==> src/rtl/serial_arith_pkg.sv <==
// Shared types and constants for the bit-serial arithmetic blocks:
// controller state encoding, default operand width and counter sizing.
package serial_arith_pkg;

    typedef enum logic [1:0] {
        IDLE  = 2'd0,
        SHIFT = 2'd1,
        DONE  = 2'd2
    } state_e;

    localparam int DEFAULT_WIDTH = 8;

    // Counter must reach WIDTH without wrapping, hence the extra bit.
    function automatic int cnt_width(input int width);
        return $clog2(width) + 1;
    endfunction

endpackage

==> src/rtl/fullsubtractor_cell.sv <==
// One-bit full subtractor: d = x - y - bin, with borrow out.
// Purely combinational; the serial datapath instantiates exactly one.
module fullsubtractor_cell (
    input  logic x,
    input  logic y,
    input  logic bin,
    output logic d,
    output logic bout
);

    assign d    = x ^ y ^ bin;
    assign bout = (~x & y) | (~(x ^ y) & bin);

endmodule

==> src/rtl/serial_subtractor.sv <==
// Bit-serial subtractor (A - B, LSB first) with start/busy/done handshake.
// Define SERIAL_SUB_OVF_EN to add the signed-overflow output ovf.
module serial_subtractor
    import serial_arith_pkg::*;
#(
    parameter int WIDTH = DEFAULT_WIDTH
) (
    input  logic             clk,
    input  logic             rst_n,
    input  logic             start,
    input  logic [WIDTH-1:0] a,
    input  logic [WIDTH-1:0] b,
    output logic             busy,
    output logic             done,
    output logic [WIDTH-1:0] diff,
    output logic             borrow_out
`ifdef SERIAL_SUB_OVF_EN
    ,
    output logic             ovf
`endif
);

    localparam int CNT_W = cnt_width(WIDTH);
    localparam logic [CNT_W-1:0] LAST_CNT = CNT_W'(WIDTH - 1);

    state_e             state_q, state_d;
    logic [WIDTH-1:0]   a_sr_q, a_sr_d;
    logic [WIDTH-1:0]   b_sr_q, b_sr_d;
    logic [WIDTH-2:0]   res_sr_q, res_sr_d;
    logic               borrow_q, borrow_d;
    logic [CNT_W-1:0]   cnt_q, cnt_d;
    logic [WIDTH-1:0]   diff_q, diff_d;
    logic               borrow_out_q, borrow_out_d;
`ifdef SERIAL_SUB_OVF_EN
    logic               a_msb_q, a_msb_d;
    logic               b_msb_q, b_msb_d;
    logic               ovf_q, ovf_d;
`endif

    logic               d_bit;
    logic               bout_bit;
    logic [WIDTH-1:0]   shifted_res;

    fullsubtractor_cell u_cell (
        .x    (a_sr_q[0]),
        .y    (b_sr_q[0]),
        .bin  (borrow_q),
        .d    (d_bit),
        .bout (bout_bit)
    );

    // The new bit enters at the MSB; after WIDTH shifts this is the full result.
    assign shifted_res = {d_bit, res_sr_q};

    always_comb begin
        // NOTE: every next-state variable holds its current value by default so no latch is inferred.
        state_d      = state_q;
        a_sr_d       = a_sr_q;
        b_sr_d       = b_sr_q;
        res_sr_d     = res_sr_q;
        borrow_d     = borrow_q;
        cnt_d        = cnt_q;
        diff_d       = diff_q;
        borrow_out_d = borrow_out_q;
`ifdef SERIAL_SUB_OVF_EN
        a_msb_d      = a_msb_q;
        b_msb_d      = b_msb_q;
        ovf_d        = ovf_q;
`endif

        case (state_q)
            IDLE, DONE: begin
                if (start) begin
                    a_sr_d   = a;
                    b_sr_d   = b;
                    borrow_d = 1'b0;
                    cnt_d    = '0;
                    state_d  = SHIFT;
`ifdef SERIAL_SUB_OVF_EN
                    a_msb_d  = a[WIDTH-1];
                    b_msb_d  = b[WIDTH-1];
`endif
                end else begin
                    state_d = IDLE;
                end
            end
            SHIFT: begin
                a_sr_d   = a_sr_q >> 1;
                b_sr_d   = b_sr_q >> 1;
                res_sr_d = shifted_res[WIDTH-1:1];
                borrow_d = bout_bit;
                cnt_d    = cnt_q + CNT_W'(1);
                if (cnt_q == LAST_CNT) begin
                    diff_d       = shifted_res;
                    borrow_out_d = bout_bit;
                    state_d      = DONE;
`ifdef SERIAL_SUB_OVF_EN
                    ovf_d        = (a_msb_q ^ b_msb_q) & (a_msb_q ^ d_bit);
`endif
                end
            end
            default: state_d = IDLE;
        endcase
    end

    // NOTE: sequential state uses non-blocking assignments so every flop samples pre-edge values.
    always_ff @(posedge clk or negedge rst_n) begin
        if (!rst_n) begin
            state_q      <= IDLE;
            a_sr_q       <= '0;
            b_sr_q       <= '0;
            res_sr_q     <= '0;
            borrow_q     <= 1'b0;
            cnt_q        <= '0;
            diff_q       <= '0;
            borrow_out_q <= 1'b0;
`ifdef SERIAL_SUB_OVF_EN
            a_msb_q      <= 1'b0;
            b_msb_q      <= 1'b0;
            ovf_q        <= 1'b0;
`endif
        end else begin
            state_q      <= state_d;
            a_sr_q       <= a_sr_d;
            b_sr_q       <= b_sr_d;
            res_sr_q     <= res_sr_d;
            borrow_q     <= borrow_d;
            cnt_q        <= cnt_d;
            diff_q       <= diff_d;
            borrow_out_q <= borrow_out_d;
`ifdef SERIAL_SUB_OVF_EN
            a_msb_q      <= a_msb_d;
            b_msb_q      <= b_msb_d;
            ovf_q        <= ovf_d;
`endif
        end
    end

    assign busy       = (state_q == SHIFT);
    assign done       = (state_q == DONE);
    assign diff       = diff_q;
    assign borrow_out = borrow_out_q;
`ifdef SERIAL_SUB_OVF_EN
    assign ovf        = ovf_q;
`endif

endmodule

==> config.mk <==
export PLATFORM = sky130hd
export DESIGN_NAME = serial_subtractor
export DESIGN_NICKNAME = d
export VERILOG_FILES = /design/src/rtl/serial_arith_pkg.sv /design/src/rtl/fullsubtractor_cell.sv /design/src/rtl/serial_subtractor.sv
export SDC_FILE = /design/constraint.sdc
export NUM_CORES = 1
export LEC_CHECK = 0
export CAP_MARGIN = 20
export CORE_UTILIZATION = 44
export CTS_CLUSTER_DIAMETER = 60
export CTS_CLUSTER_SIZE = 14
export DETAILED_ROUTE_END_ITERATION = 12
export PLACE_DENSITY = 0.73
export SLEW_MARGIN = 20
export SYNTH_ARGS = -nofsm -noshare
export SYNTH_HDL_FRONTEND = slang
export SYNTH_SLANG_ARGS = --single-unit
==> constraint.sdc <==
create_clock -name clk -period 1.6 [get_ports clk]
set_input_delay 0.16 -clock clk [delete_from_list [all_inputs] [get_ports clk]]
set_output_delay 0.16 -clock clk [all_outputs]
set_load 0.01 [all_outputs]
==> results of run 1 <==
worst max-delay path: stages (launching register included):
cell,delay [ns]
dfrtp_1,0.40
ha_2,0.21
nand2_1,0.10
nor3_4,0.16
buf_12,0.16
mux2_2,0.33
area by class of cell:
type	count	area share (%)
Clock buffer	7	3.68
Clock inverter	1	0.241
Inverter	4	0.723
Multi-Input combinational cell	94	28.5
Sequential cell	39	47.0
Tap cell	46	2.77
Timing Repair Buffer	36	17.1
routing by layer:
| layer | share of wire [%] | up-vias |
|---|---|---|
| li1 | - | 567 |
| met1 | 45 | 553 |
| met2 | 48 | 37 |
| met3 | 5.1 | 7 |
| met4 | 2.2 | 0 |
| met5 | 0 | - |
cell usage in the layout (no fill, tap or decap), types with 2 or more instances in the layout:
| cell type | count |
|---|---|
| a22o_1 | 4 |
| a22oi_1 | 13 |
| buf_4 | 5 |
| clkbuf_1 | 2 |
| clkbuf_8 | 5 |
| clkdlybuf4s50_1 | 26 |
| dfrtp_1 | 39 |
| inv_1 | 4 |
| mux2_2 | 8 |
| mux2i_1 | 3 |
| nand2_1 | 37 |
| nand2b_1 | 2 |
| nand3_1 | 13 |
| nor2_1 | 2 |
| nor2b_1 | 2 |
path summary, 6_finish.rpt:
path / startpoint / cells past startpoint / endpoint / slack, ns
worst max register to register: cnt_q[0] / 5 / diff[3] / 0.13
worst max-delay path: cnt_q[0] / 5 / diff[3] / 0.13
worst min register to register: res_sr_q[0] / 2 / res_sr_q[0] / 0.48
max in group asynchronous: rst_n / 3 / a_sr_q[7] / 0.82
worst min-delay path: rst_n / 3 / diff[1] / 0.45
min in group clk: b[4] / 3 / b_sr_q[4] / 0.47
logic make-up after synthesis:
logic type | after synthesis | synth area share [%]
muxes | 11 | 7.40
and+or+nand+nor | 60 | 16.7
AOI/OAI and AO/OA | 20 | 9.63
buffers and inverters | 13 | 3.62
DFF | 39 | 60.1
xor gates and xnor gates | 1 | 0.539
adders and majority gates | 2 | 2.00
power by group through the flow:
stage,sequential [mW],combinational [mW],clock (mW)
floorplan,1.69,1.01,0
global placement,1.69,1.50,0
detailed placement,1.71,1.55,0
CTS,1.69,1.56,0.635
global route,1.75,1.71,0.692
finish,1.69,1.54,0.612
stage by stage:
| step | hold WS [ns] | utilization [%] | cells | setup WS [ns] | instance area, um^2 |
|---|---|---|---|---|---|
| final | 0.453 | 60.3 | 227 | 0.133 | 2080 |
| after global routing | 0.466 | 60.3 | 227 | 0.00256 | 2080 |
| after CTS | 0.464 | 60.2 | 227 | 0.0324 | 2070 |
| after detailed placement | 0.237 | 57.5 | 218 | 0.122 | 1980 |
| after global placement | 0.231 | 57.5 | 218 | 0.142 | 1980 |
| after floorplan | -0.136 | - | 146 | 0.144 | 1620 |
state kept, by name, indices dropped and copies added, names as in the netlist:
| register | cells |
|---|---|
| a_sr_q | 8 |
| b_sr_q | 8 |
| borrow_out | 1 |
| borrow_q | 1 |
| cnt_q | 4 |
| diff | 8 |
| res_sr_q | 7 |
| state_q | 2 |
what timing repair did:
item | CTS | global route
hold endpoints to repair | 39 | 0
resized for setup | 1 | 2
endpoints found under the setup margin | 1 | 9
hold buffers | 1 | 0
==> results.sh, run 1 <==
export IMPL_status="complete, no violations"
export IMPL_cp_arrival_ns=1.64
export IMPL_ant_nets=0
export IMPL_fillers=288
export IMPL_worstMarginPinSlew_ns=0.598
export IMPL_synth_cell_types=24
export IMPL_maxSlewHeadroom_pct=60.1
export IMPL_n_antenna_cell=0
export IMPL_regArea_um2=976
export IMPL_num_io_pins=30
export IMPL_htreeDepth=2
export IMPL_cts_setup_buffers=0
export IMPL_async_flop_share_pct=100
export IMPL_yosysMostFrequentCell="dfrtp_1"
export IMPL_required_ns=1.77
export IMPL_gp_congestion=0.769
export IMPL_fin_worst_skew_ns=0.00450
export IMPL_cts_buffers=5
export IMPL_multiInputGateArea_um2=592
export IMPL_track_usage_pct=17.8
export IMPL_syn_inst=146
export IMPL_startpoint_type="flip-flop"
export IMPL_synth_edf_count=0
export IMPL_drive_gt1_share_pct=12.7
export IMPL_setup_viol=0
export IMPL_post_synth_top_area_fraction_pct=60.1
export IMPL_clock_path_buffers=2
export IMPL_synth_area_top_cells="dfrtp_1, nand2_1, a22oi_1"
export IMPL_seqPwrFrac_pct=44.0
export IMPL_power_leakage_nw=0.996
export IMPL_switching_share_pct=35.3
export IMPL_gr_max_usage_layer="met2"
export IMPL_clockPowerShare_pct=15.9
export IMPL_clk_pin_slew_ns=0.07
export IMPL_maxCapViolCount=0
export IMPL_dp_hpwl_um=2060
export IMPL_synth_area_um2=1620
export IMPL_power_mw=3.84
export IMPL_grt_use_met1_pct=21.6
export IMPL_ys_ff_latch=39
export IMPL_vias=1164
export IMPL_comb_power_share_pct=40.1
export IMPL_fmax_mhz=682
export IMPL_ir_drop_mv=0.778
export IMPL_crit_type="flip-flop to flip-flop"
export IMPL_die_x_um=62.8
export IMPL_grt_overflow_total=0
export IMPL_grt_pass1_vias=1168
export IMPL_path_max_fanout=10
export IMPL_hold_viol=0
export IMPL_ys_warn_count=0
export IMPL_fin_crit_ns=1.47
export IMPL_grt_use_met2_pct=28.9
export IMPL_initialDrtViolationCount=57
export IMPL_finalCritPeriodShare_pct=91.7
export IMPL_nNetsFinal=201
export IMPL_drt_total_wl_um=3010
export IMPL_io_buffers=29
export IMPL_cts_tree="yes"
export IMPL_slew_viol_final=0
export IMPL_powerDensity_nw_per_um2=1850
export IMPL_clockRootBuffer="clkbuf_8"
export IMPL_rows=21
export IMPL_first_pass_iters=4
export IMPL_hold_class="input port to async pin"
export IMPL_area_growth_pct=27.8
export IMPL_core_um2=3440
export IMPL_fin_setup_tns_ns=0
export IMPL_worstSetupEndpointType="flip-flop"
export IMPL_grt_pass1_wl_um=5240
export IMPL_cts_num_sinks=39
export IMPL_rsz0062_at_grt="false"
export IMPL_wl_per_cell_um=13.2
export IMPL_clk_latency_ns=0.28
export IMPL_synth_nets=167
export IMPL_die_area_um2=3940
export IMPL_die_y_um=62.8
export IMPL_grt_use_met3_pct=4.74
export IMPL_synth_area_leader_cell="dfrtp_1"
export IMPL_synth_common_cells="dfrtp_1, nand2_1, a22oi_1, nand3_1, mux2_2"
export IMPL_p_int_mw=2.48
export IMPL_synth_area_per_cell_um2=11.1
export IMPL_antenna_found_initial=0
export IMPL_ys_seq_area_share_pct=60.1
export IMPL_vias_per_cell=5.13
export IMPL_switchingPower_mw=1.36
export IMPL_grt_max_degree=40
export IMPL_start_util_pct=47.2
export IMPL_drc=0
export IMPL_synthFlopType="dfrtp_1"
(Power assumes the default switching activity.)
==> run 2: changes to the inputs <==
--- a/config.mk
+++ b/config.mk
@@ -5,6 +5,7 @@
 export SDC_FILE = /design/constraint.sdc
 export NUM_CORES = 1
 export LEC_CHECK = 0
+export ABC_AREA = 0
 export CAP_MARGIN = 20
 export CORE_UTILIZATION = 44
 export CTS_CLUSTER_DIAMETER = 60
==> constraint.sdc (replaced) <==
create_clock -name clk -period 1.84 [get_ports clk]
set_input_delay 0.184 -clock clk [delete_from_list [all_inputs] [get_ports clk]]
set_output_delay 0.184 -clock clk [all_outputs]
set_load 0.01 [all_outputs]
==> run 2 against run 1 <==
Effect of this change: the flow now finishes with violations (hold timing); combinational power decreased by 14%; die area unchanged; flip-flop and latch count unchanged; core utilization decreased by 0.51 points; sequential power decreased by 13%; hold slack got worse by 0.46 ns; final cell count decreased by 1.8%; via count decreased by 1.1%; global-route usage increased by 0.051 points; sequential share of layout area increased by 0.40 points.
==> results.sh, run 2 (synthesis results as in run 1) <==
export IMPL_maxCapViolCount=0
export IMPL_power_leakage_nw=0.972
export IMPL_htreeDepth=2
export IMPL_start_util_pct=47.2
export IMPL_maxSlewHeadroom_pct=44.6
export IMPL_hold_viol=23
export IMPL_rows=21
export IMPL_drive_gt1_share_pct=11.9
export IMPL_vias_per_cell=5.16
export IMPL_required_ns=1.66
export IMPL_cts_num_sinks=39
export IMPL_cts_hold_buf=0
export IMPL_path_max_fanout=3
export IMPL_holdWs_ns=-0.00843
export IMPL_initialDrtViolationCount=80
export IMPL_io_buffers=29
export IMPL_antenna_found_initial=0
export IMPL_final_common_cell="dfrtp_1"
export IMPL_regArea_um2=976
export IMPL_ir_drop_mv=0.655
export IMPL_grt_pass1_vias=1178
export IMPL_final_cells=223
export IMPL_crit_type="flip-flop to output port"
export IMPL_num_io_pins=30
export IMPL_clk_latency_ns=0.29
export IMPL_fin_worst_skew_ns=0.0120
export IMPL_grt_max_degree=40
export IMPL_track_usage_pct=17.8
export IMPL_core_um2=3440
export IMPL_drt_total_wl_um=3060
export IMPL_rsz0062_at_grt="false"
export IMPL_ant_nets=0
export IMPL_die_area_um2=3940
export IMPL_fin_area_um2=2060
export IMPL_finalCritPeriodShare_pct=91.8
export IMPL_n_antenna_cell=0
export IMPL_cp_arrival_ns=1.50
export IMPL_setup_viol=0
export IMPL_placed_area_um2=1950
export IMPL_clock_path_buffers=2
export IMPL_cts_buffers=5
export IMPL_vias=1151
export IMPL_drc=0
export IMPL_startpoint_type="flip-flop"
export IMPL_die_y_um=62.8
export IMPL_nNetsFinal=197
export IMPL_grt_overflow_total=0
export IMPL_layout_setup_ws_ns=0.152
export IMPL_fmax_mhz=592
export IMPL_hold_class="input port to async pin"
export IMPL_place_inst=215
export IMPL_wl_per_cell_um=13.7
export IMPL_slew_viol_final=0
export IMPL_clk_pin_slew_ns=0.08
export IMPL_grt_pass1_wl_um=5340
export IMPL_fin_crit_ns=1.69
export IMPL_clockRootBuffer="clkbuf_8"
export IMPL_gp_congestion=0.752
export IMPL_cts_repair_resized=0
export IMPL_post_place_ws_ns=0.236
export IMPL_worstSetupEndpointType="output port"
export IMPL_area_growth_pct=26.7
export IMPL_cts_tree="yes"
export IMPL_fillers=308
export IMPL_violations="hold timing"
export IMPL_status="complete, but fails checks"
export IMPL_cts_setup_buffers=0
export IMPL_powerDensity_nw_per_um2=1700
export IMPL_fin_setup_tns_ns=0
export IMPL_die_x_um=62.8
export IMPL_dp_hpwl_um=2100
export IMPL_final_cell_mix="dfrtp_1, nand2_1, clkdlybuf4s50_1"
export IMPL_first_pass_iters=4
export IMPL_worstMarginPinSlew_ns=0.831
export IMPL_multiInputGateArea_um2=589
[run 2: area by class of cell]
| type | count | area share [%] |
|---|---|---|
| flip-flops and latches | 39 | 47.4 |
| multi-input cells | 94 | 28.6 |
| repair buffers | 32 | 15.0 |
| clock buffers | 5 | 3.34 |
| well taps | 46 | 2.80 |
| clock inverters | 3 | 2.13 |
| inverters | 4 | 0.729 |
[run 2: per-stage QoR]
stage	power, mW	util (%)
after floorplan	2.34	-
after global placement	2.75	56.5
after detailed placement	2.82	56.5
after CTS	3.53	59.8
after global routing	3.76	59.8
final	3.49	59.8
[run 2: path summary, 6_finish.rpt]
kind | from | to | slack, ns | depth (start not counted)
max in group asynchronous | rst_n | cnt_q[0] | 1.32 | 1
hold reg to reg | borrow_q | borrow_q | 0.49 | 1
hold / removal | rst_n | res_sr_q[3] | -0.008 | 1
setup reg to reg | cnt_q[0] | diff[5] | 0.26 | 4
setup / recovery | state_q[1] | busy | 0.15 | 3
min in group clk | borrow_q | borrow_q | 0.49 | 1
[run 2: routing by layer]
layer | up-vias | global-route usage, % | part of all wire (%) | routed length [um]
met1 | 558 | 22.8 | 46 | 1400
li1 | 555 | - | - | -
met2 | 34 | 28.3 | 48 | 1470
met4 | 0 | 6.98 | 1.4 | 42
met5 | - | 0 | 0 | 0
met3 | 4 | 5.29 | 4.7 | 145
[run 2: report_power, final]
group | switching [mW] | internal (mW) | leakage, nW
combinational | 0.682 | 0.636 | 0.420
sequential | 0.235 | 1.24 | 0.494
clock | 0.296 | 0.404 | 0.0581
total | 1.21 | 2.28 | 0.972
[run 2: worst max-delay path: stages (launching register included)]
cell             delay (ns)
dfrtp_1                0.38
nand2b_1               0.21
inv_1                  0.10
clkdlybuf4s50_1        0.53
==> run 3: changes to the inputs <==
--- a/config.mk
+++ b/config.mk
@@ -6,6 +6,7 @@
 export NUM_CORES = 1
 export LEC_CHECK = 0
 export ABC_AREA = 0
+export ABC_CLOCK_PERIOD_IN_PS = 1840
 export CAP_MARGIN = 20
 export CORE_UTILIZATION = 44
 export CTS_CLUSTER_DIAMETER = 60
==> results of run 3 <==
Final layout, timing and power as in run 2 (identical DEF).
